==> src/rtl/line_seq_pkg.sv <==
// Shared types and constants for the line sequencer: state encoding,
// default parameters and the speed-up divider constants.
package line_seq_pkg;

  typedef enum logic [2:0] {
    ST_IDLE,
    ST_LOAD,
    ST_RELEASE,
    ST_PLAY,
    ST_HIT,
    ST_OVER
  } state_e;

  localparam int DEF_NUM_LINES     = 4;
  localparam int DEF_STAGGER_FRAMES = 30;
  localparam int DEF_FLASH_HALF    = 15;
  localparam int DEF_FLASH_TOGGLES = 6;

  localparam int CNT_W = 16;

  localparam logic [2:0] SPEED_DIV_START = 3'd4;
  localparam int         SPEED_STEP      = 8;

endpackage

==> src/rtl/line_seq_frame_timer.sv <==
// Frame-interval counter: counts frame pulses and flags the pulse that
// completes an interval of `limit` frames, then wraps to zero.
module line_seq_frame_timer
  import line_seq_pkg::*;
(
  input  logic             clk,
  input  logic             reset_n,
  input  logic             clear,
  input  logic             frame,
  input  logic [CNT_W-1:0] limit,
  output logic             tick
);

  logic [CNT_W-1:0] cnt_q, cnt_d;

  // Must not depend on clear: the FSM derives clear from a next state that uses tick.
  assign tick = frame && ((cnt_q + CNT_W'(1)) >= limit);

  always_comb begin
    cnt_d = cnt_q;
    if (clear)     cnt_d = '0;
    else if (tick) cnt_d = '0;
    else if (frame) cnt_d = cnt_q + CNT_W'(1);
  end

  always_ff @(posedge clk or negedge reset_n) begin
    if (!reset_n) cnt_q <= '0;
    else          cnt_q <= cnt_d;
  end

endmodule

==> src/rtl/line_sequencer.sv <==
// Game sequencer: loads gap positions, releases lines on a frame stagger,
// freezes and flashes on a hit, then waits for a fresh start press.
// Optional LINE_SEQ_SPEEDUP_EN adds move_frame, a score-driven frame divider.
module line_sequencer
  import line_seq_pkg::*;
#(
  parameter int NUM_LINES      = DEF_NUM_LINES,
  parameter int STAGGER_FRAMES = DEF_STAGGER_FRAMES,
  parameter int FLASH_HALF     = DEF_FLASH_HALF,
  parameter int FLASH_TOGGLES  = DEF_FLASH_TOGGLES
) (
  input  logic                 clk,
  input  logic                 reset_n,
  input  logic                 frame,
  input  logic                 btn_start,
  input  logic [NUM_LINES-1:0] cube_hit,
  input  logic                 cube_pass,
  output logic [NUM_LINES-1:0] start_machine,
  output logic                 load_counter,
  output logic [NUM_LINES-1:0] run,
  output logic                 flash,
  output logic                 game_over,
  output logic [7:0]           score,
`ifdef LINE_SEQ_SPEEDUP_EN
  output logic                 move_frame,
`endif
  output state_e               dbg_state
);

  state_e               state_q, state_d;
  logic [NUM_LINES-1:0] sm_q, sm_d, run_q, run_d;
  logic                 flash_q, flash_d;
  logic [7:0]           score_q, score_d;
  logic [7:0]           toggles_q, toggles_d;
  logic                 btn_q;
  logic                 tick, hit, score_inc, load_entry;
  logic [NUM_LINES-1:0] sm_shift;

  assign hit       = |cube_hit;
  assign sm_shift  = (sm_q << 1) | NUM_LINES'(1);
  // Hit beats pass on the same cycle.
  assign score_inc = ((state_q == ST_RELEASE) || (state_q == ST_PLAY)) &&
                     cube_pass && !hit && (score_q != 8'hFF);
  assign load_entry = (state_d == ST_LOAD) && (state_q != ST_LOAD);

  line_seq_frame_timer u_timer (
    .clk     (clk),
    .reset_n (reset_n),
    .clear   (state_d != state_q),
    .frame   (frame),
    .limit   ((state_q == ST_HIT) ? CNT_W'(FLASH_HALF) : CNT_W'(STAGGER_FRAMES)),
    .tick    (tick)
  );

  always_comb begin
    state_d   = state_q;
    sm_d      = sm_q;
    run_d     = run_q;
    flash_d   = flash_q;
    toggles_d = toggles_q;
    score_d   = score_inc ? score_q + 8'd1 : score_q;
    case (state_q)
      ST_IDLE: if (btn_start) state_d = ST_LOAD;
      ST_LOAD: begin
        if (frame) begin
          state_d = ST_RELEASE;
          sm_d    = NUM_LINES'(1);
          run_d   = NUM_LINES'(1);
        end
      end
      ST_RELEASE, ST_PLAY: begin
        if (hit) begin
          state_d   = ST_HIT;
          run_d     = '0;
          flash_d   = 1'b1;
          toggles_d = '0;
        end else if (state_q == ST_RELEASE) begin
          if (&sm_q) state_d = ST_PLAY;
          else if (tick) begin
            sm_d  = sm_shift;
            run_d = sm_shift;
            if (&sm_shift) state_d = ST_PLAY;
          end
        end
      end
      ST_HIT: begin
        if (tick) begin
          flash_d   = ~flash_q;
          toggles_d = toggles_q + 8'd1;
          if ((toggles_q + 8'd1) >= 8'(FLASH_TOGGLES)) begin
            state_d = ST_OVER;
            flash_d = 1'b1;
          end
        end
      end
      ST_OVER: begin
        flash_d = 1'b1;
        if (btn_start && !btn_q) state_d = ST_LOAD;
      end
      default: state_d = ST_IDLE;
    endcase
    if (load_entry) begin
      sm_d      = '0;
      run_d     = '0;
      flash_d   = 1'b0;
      score_d   = '0;
      toggles_d = '0;
    end
  end

  always_ff @(posedge clk or negedge reset_n) begin
    if (!reset_n) begin
      state_q   <= ST_IDLE;
      sm_q      <= '0;
      run_q     <= '0;
      flash_q   <= 1'b0;
      score_q   <= '0;
      toggles_q <= '0;
      btn_q     <= 1'b0;
    end else begin
      state_q   <= state_d;
      sm_q      <= sm_d;
      run_q     <= run_d;
      flash_q   <= flash_d;
      score_q   <= score_d;
      toggles_q <= toggles_d;
      btn_q     <= btn_start;
    end
  end

  assign start_machine = sm_q;
  assign run           = run_q;
  assign flash         = flash_q;
  assign score         = score_q;
  assign load_counter  = (state_q == ST_LOAD);
  assign game_over     = (state_q == ST_OVER);
  assign dbg_state     = state_q;

`ifdef LINE_SEQ_SPEEDUP_EN
  logic [2:0] div_q, div_d, step_q, step_d, fdiv_q, fdiv_d;
  logic       fdiv_wrap;

  assign fdiv_wrap  = (fdiv_q + 3'd1) >= div_q;
  assign move_frame = frame && fdiv_wrap;

  always_comb begin
    div_d  = div_q;
    step_d = step_q;
    fdiv_d = fdiv_q;
    if (frame) fdiv_d = fdiv_wrap ? 3'd0 : fdiv_q + 3'd1;
    if (score_inc) begin
      step_d = step_q + 3'd1;
      if ((step_q == 3'(SPEED_STEP - 1)) && (div_q > 3'd1)) div_d = div_q - 3'd1;
    end
    if (load_entry) begin
      div_d  = SPEED_DIV_START;
      step_d = '0;
      fdiv_d = '0;
    end
  end

  always_ff @(posedge clk or negedge reset_n) begin
    if (!reset_n) begin
      div_q  <= SPEED_DIV_START;
      step_q <= '0;
      fdiv_q <= '0;
    end else begin
      div_q  <= div_d;
      step_q <= step_d;
      fdiv_q <= fdiv_d;
    end
  end
`endif

endmodule
==> config.mk <==
export PLATFORM = sky130hd
export DESIGN_NAME = line_sequencer
export DESIGN_NICKNAME = d
export VERILOG_FILES = /design/src/rtl/line_seq_pkg.sv /design/src/rtl/line_seq_frame_timer.sv /design/src/rtl/line_sequencer.sv
export SDC_FILE = /design/constraint.sdc
export NUM_CORES = 1
export LEC_CHECK = 0
export BUFFER_PORTS_ARGS = -buffer_cell sky130_fd_sc_hd__buf_2
export CAP_MARGIN = 20
export CORE_MARGIN = 10
export CORE_UTILIZATION = 59
export CTS_CLUSTER_DIAMETER = 30
export DETAILED_ROUTE_END_ITERATION = 8
export GPL_TIMING_DRIVEN = 0
export MAX_ROUTING_LAYER = met4
export PLACE_DENSITY = 0.83
export SYNTH_ARGS = -nofsm -noshare
export SYNTH_HDL_FRONTEND = slang
export SYNTH_HIERARCHICAL = 1
export SYNTH_SLANG_ARGS = --single-unit
==> constraint.sdc <==
create_clock -name clk -period 5.33 [get_ports clk]
set_input_delay 1.599 -clock clk [delete_from_list [all_inputs] [get_ports clk]]
set_output_delay 1.599 -clock clk [all_outputs]
set_load 0.02 [all_outputs]
* After elaboration in Yosys (flattened, before gate mapping)
Index checks and enable logic that the tools add are counted.
** Storage, ports and cells
- Register bits :: 45
- Input port bits :: 9
- Output and inout bits :: 22
- Word-level logic and storage cells :: 92
** Operators by class
- Add/sub/neg operators :: 3
- $lt $le $gt $ge :: 2
- Equality and inequality tests :: 19
- Multiplexer cells :: 36
- Bitwise logic cells :: 1
- Reduce and logical (&&, ||, !) cells :: 23
** Operators by type and width (number)
- 16-bit 2-to-1 mux :: 3
- 8-bit 2-to-1 mux :: 5
- 4-bit 2-to-1 mux :: 8
- 3-bit 2-to-1 mux :: 10
- 3-bit inequality test (second input constant) :: 6
- 16-bit by 1-bit adder with 16-bit output (second input constant) :: 1
- 8-bit by 1-bit adder with 8-bit output (second input constant) :: 2
- 16-bit by 5-bit >= comparator with 1-bit output :: 1
- 4-bit case mux with 2 select lines :: 2
- 8-bit case mux with 2 select lines :: 1
- 3-bit case mux with 5 select lines :: 1
- 4-bit inequality test (second input constant) :: 3
- 3-bit AND reduction :: 3
- 3-bit nonzero test :: 3
- 8-bit by 3-bit >= comparator with 1-bit output (second input constant) :: 1
- 8-bit inequality test (second input constant) :: 1
- 3-bit by 1-bit equality test with 1-bit output (second input constant) :: 2
- 3-bit by 2-bit equality test with 1-bit output (second input constant) :: 2
- 3-bit equality test (second input constant) :: 2
- 1-bit logical AND :: 6
- 6-bit AND reduction :: 1
- 5-bit 2-to-1 mux :: 1
- 5-bit AND reduction :: 1
- 1-bit 2-to-1 mux :: 4
- other kinds (13) :: 14

* Depth between registers and ports, before layout
- Depth in word-level cells :: 13
- Depth in mapped cells :: 19
- Depth with buffers taken out :: 18

* Cells and area by module
Netlist, hierarchy kept.
** By module, submodules not included
- line_sequencer :: times used 1, cells each 186, area each 1694.1 sq um
- line_seq_frame_timer :: times used 1, cells each 153, area each 1330.0 sq um

* Least setup slack after synthesis
No wires, ideal clock.
- Kind :: flip-flop to flip-flop
- Start point :: register u_timer.cnt_q[2]
- End point :: register u_timer.cnt_q[13]
- Library setup time :: 74 ps
- Arrival :: 4496 ps
- Required time :: 5256 ps
- Path slack :: 760 ps
- Cell stages (with the launch flop) :: 19
- Path buffers :: 2
- Period minus slack after synthesis :: 4570 ps
- Path through :: dfrtp_1 > and4_1 > nand2b_1 > nor3_1 > nand3_1 > xnor2_1 > ha_1 > nand4_1 > nor4_1 > clkbuf_1 > o31a_1 > or2_2 > a41oi_1 > o22a_1 > o221ai_1 > or4b_4 > buf_6 > or4b_4 > o21ai_2
** On the way
- Cells in the longest elaborated chain, start to end :: 10
- Elaborated cells on any way between the ends :: 14
- Classes of those cells :: 1 x add/sub; 1 x order compare; 1 x eq/ne; 9 x mux; 2 x reduce/logical
** Ends and longest elaborated chain
- start: declaration :: line line_seq_frame_timer.sv:14 : logic [CNT_W-1:0] cnt_q, cnt_d;
- start signal: assignment :: line line_seq_frame_timer.sv:28 : else cnt_q <= cnt_d;
- 16-bit by 1-bit adder with 16-bit output * :: line line_seq_frame_timer.sv:17 : assign tick = frame && ((cnt_q + CNT_W'(1)) >= limit);
- 16-bit by 5-bit >= comparator with 1-bit output * :: line line_seq_frame_timer.sv:17
- 1-bit logical AND * :: line line_seq_frame_timer.sv:17
- via tick :: line line_sequencer.sv:36 : logic tick, hit, score_inc, load_entry;
- 3-bit 2-to-1 mux :: line line_sequencer.sv:79 : else if (tick) begin
- 3-bit 2-to-1 mux :: line line_sequencer.sv:78 : if (&sm_q) state_d = ST_PLAY;
- 3-bit 2-to-1 mux :: line line_sequencer.sv:77 : end else if (state_q == ST_RELEASE) begin
- 3-bit 2-to-1 mux :: line line_sequencer.sv:72 : if (hit) begin
- 3-bit case mux with 5 select lines :: line line_sequencer.sv:62 : case (state_q)
- 3-bit inequality test :: line line_sequencer.sv:49 : .clear (state_d != state_q),
- 3-bit nonzero test (no line) or 16-bit 2-to-1 mux (tied branches)
Mark *: on every way through the listed nets, which the timed path passes. The rest lies on a longest branch. The select of a mux whose other input is x is not followed.
A chain may end at the register's enable or synchronous reset.

* Final worst setup path
- Start point :: register u_timer.cnt_q[0]
- End point :: register u_timer.cnt_q[13]
Same word-level chain as after synthesis.

==> impl_metrics.json <==
{
  "io_buffers": 30,
  "finClkSkew_ns": 0.0109,
  "gr-total-overflow": 0,
  "leakagePower_nw": 1.75,
  "p_total_mw": 1.10,
  "period_share_pct": 96.5,
  "placed_area_um2": 3300,
  "cpPeakStageDelay_ns": 0.58,
  "cts.sinks": 45,
  "core_um2": 4850,
  "antenna_left": 0,
  "numCtsBuffers": 5,
  "yosysTopAreaCellShare_pct": 37.2,
  "insertion_delay_ns": 0.30,
  "netlist_top_cells_area": "dfrtp_1, ha_1, nand2_1, nor2_1, xnor2_1",
  "grt.total_usage_pct": 17.5,
  "dp_hpwl_um": 5270,
  "drtIter0Drc": 176,
  "routed_wl_um": 7050,
  "seqCellArea_um2": 1130,
  "cp_num_buf_inv": 2,
  "cts_hold_buf": 0,
  "grt_pass1_wl_um": 12100,
  "ir_drop_uv": 171,
  "timing_hold_violations_final": 0,
  "die_h_um": 91.6,
  "synthCells": 339,
  "vias_per_cell": 5.81,
  "status": "completed",
  "min_period_ns": 5.14,
  "critical_path_class": "register to register",
  "synth_top_area_cell": "dfrtp_1",
  "cp-end-kind": "register",
  "cp_top_family": "simple AND/OR/NAND/NOR gates",
  "row_count": 25,
  "synth_edf_count": 0,
  "htree_levels": 2,
  "ioPinCount": 31,
  "final_nets": 418,
  "timing.fmax_mhz": 194,
  "setup_viol": 0,
  "worst-slew-pin-transition_ns": 0.558,
  "start_util_pct": 62.4,
  "synthArstFlopShare_pct": 100,
  "worst-path-max-fanout": 10,
  "grt_max_degree": 46,
  "synth_ff_type": "dfrtp_1",
  "syn-cell-area_um2": 3020,
  "antennaDiodeCount": 0,
  "gp_congestion": 0.907,
  "syn2layout_area_growth_pct": 14.8,
  "ys_seq_elements": 45,
  "cts_tree": "done",
  "seq_area_frac_synth_pct": 37.2,
  "ys_types": 63,
  "cts_root_buffer": "clkbuf_8",
  "crit_required_ns": 5.56,
  "startpoint_type": "register",
  "multi_input_area_um2": 1840,
  "finalMaxSlewViolations": 0,
  "antenna_found_initial": 0,
  "yosysWarningCount": 6,
  "drt-pass1-iter-count": 4,
  "clockBufferDepth": 2,
  "fill_cells": 377,
  "final_cell_area_um2": 3470,
  "die_width_um": 91.6,
  "p_per_area_nw_per_um2": 316,
  "critical_path_arrival_ns": 5.37,
  "vias": 2651,
  "grt_pass1_vias": 2543,
  "wl_per_cell_um": 15.5,
  "avgSynthCellArea_um2": 8.92,
  "relSlewSlack_pct": 62.8,
  "tns_ns": 0,
  "maxCapViolCount": 0,
  "drc": 0,
  "hold_class": "register to register",
  "cp_cell_sequence": "ha_1 -> nand3_1 -> nor2_2 -> nand4_1 -> or2_2 -> nand2_1 -> ha_1 -> nand4_1 -> nor4_1 -> clkbuf_2 -> o31a_1 -> or2_2 -> a41oi_1 -> o22a_2 -> o221ai_2 -> or4b_4 -> buf_6 -> or4b_4 -> o21ai_2",
  "layout-drive-gt1-share_pct": 18.3,
  "clkTransAtPathRegs_ns": 0.08,
  "dieArea_um2": 8390,
  "cpMaxStageDelayCell": "or4b_4",
  "rsz0062_at_grt": "no"
}
[registers in the layout, indices dropped and copies added (netlist names)]
register,flops
score,8
start_machine,4
toggles_q,8
run,4
dbg_state,3
flash,1
btn_q,1
u_timer/cnt_q,16
[metrics by stage]
step	worst slack (ns)	std cells	hold slack, ns	utilization, %
floorplan	0.760	351	0.478	-
global placement	0.0532	448	0.454	68.1
detailed placement	-0.147	448	0.460	68.1
CTS	0.0160	455	0.480	70.6
global route	0.0421	456	0.515	71.6
finish	0.187	456	0.477	71.6
[metal layers]
| metal | share of wire (%) | up-vias | wire length (um) | GRT usage [%] |
|---|---|---|---|---|
| li1 | - | 1290 | - | - |
| met1 | 43 | 1296 | 3020 | 19.2 |
| met2 | 52 | 56 | 3670 | 30.7 |
| met5 | 0 | - | 0 | - |
| met3 | 4.4 | 9 | 309 | 3.79 |
| met4 | 0.79 | 0 | 56 | 5.09 |
[what timing repair did]
item | in CTS | in global routing
pin swaps | 1 | 0
endpoints found under the setup margin | 13 | 16
resized for setup | 3 | 7
buffers inserted | 0 | 0
cloned | 0 | 0
[layout by cell type, fill, tap and decap left out, types with 10 or more instances in the layout]
cell type,n
nand2_1,38
dfrtp_1,44
conb_1,14
a22o_1,10
nor2_1,33
a21oi_1,13
o21ai_0,14
xnor2_1,12
buf_2,34
nand3_1,12
ha_1,20
inv_1,21
[worst register-to-register path, delay by kind of cell, from the launching register on]
| kind | cells | cell delay [ns] |
|---|---|---|
| compound gates | 5 | 1.15 |
| simple gates | 10 | 2.57 |
| buf+inv | 2 | 0.39 |
| flops | 1 | 0.46 |
| fa+ha+maj | 2 | 0.52 |
[cells in the mapped netlist (all sizes together) (2+ instances only)]
master   count
xor2         8
buf          6
xnor2       13
a311oi       2
o22ai        2
o211ai       2
nor3         9
a21o         7
a21oi       15
nor4         3
nor2        36
nand4        4
nand2       38
or4b         5
and4         2
dfrtp       45
nand2b       7
a31oi        4
conb         2
nand3b       2
nand3       12
or3          4
o21ai       15
or4          2
a211oi       4
or2          4
and2         3
clkbuf       4
nor2b        2
a22o        10
inv         21
o2bb2ai      2
and3         6
ha          20
[logic make-up (layout without fill, tap and decap cells)]
kind of cell             count (synthesis)  after routing  synth area share (%)
AO/OA/AOI/OAI                           77             77                  18.5
multiplexers                             1              1                 0.331
flip-flops                              45             45                  37.2
AND/OR/NAND/NOR                        141            141                  24.5
buffers and inverters                   31             69                  4.55
adder cells (fa/ha/maj)                 21             21                  8.61
XOR/XNOR                                21             21                  6.08
other                                    2             14                 0.248
[cell type report]
class / count / area share (%)
clock buffer: 5 / 1.98
multi-input combinational: 275 / 53.0
sequential: 45 / 32.5
buffer: 10 / 1.73
timing repair buffer: 31 / 5.12
inverter: 21 / 2.27
clock inverter: 2 / 1.01
tap: 67 / 2.42
[power by group]
part           leakage (nW)  switching (mW)  internal, mW  total (mW)
sequential            0.613          0.0358         0.371       0.407
clock                0.0540           0.116         0.136       0.252
combinational          1.09           0.279         0.159       0.438
total                  1.75           0.431         0.667        1.10
[path summary, 6_finish.rpt]
check	startpoint	end	slack [ns]	cells after the start
setup / recovery	u_timer/cnt_q[0]$_DFFE_PN0P_	u_timer/cnt_q[13]$_DFFE_PN0P_	0.19	19
hold / removal	run[1]$_DFFE_PN0P_	run[1]$_DFFE_PN0P_	0.48	1
setup reg to reg	u_timer/cnt_q[0]$_DFFE_PN0P_	u_timer/cnt_q[13]$_DFFE_PN0P_	0.19	19
hold reg to reg	run[1]$_DFFE_PN0P_	run[1]$_DFFE_PN0P_	0.48	1
max in group asynchronous	reset_n	u_timer/cnt_q[2]$_DFFE_PN0P_	3.53	2
min in group asynchronous	reset_n	toggles_q[1]$_DFFE_PN0P_	1.27	1
No activity file was read; power rests on OpenSTA's default activity.
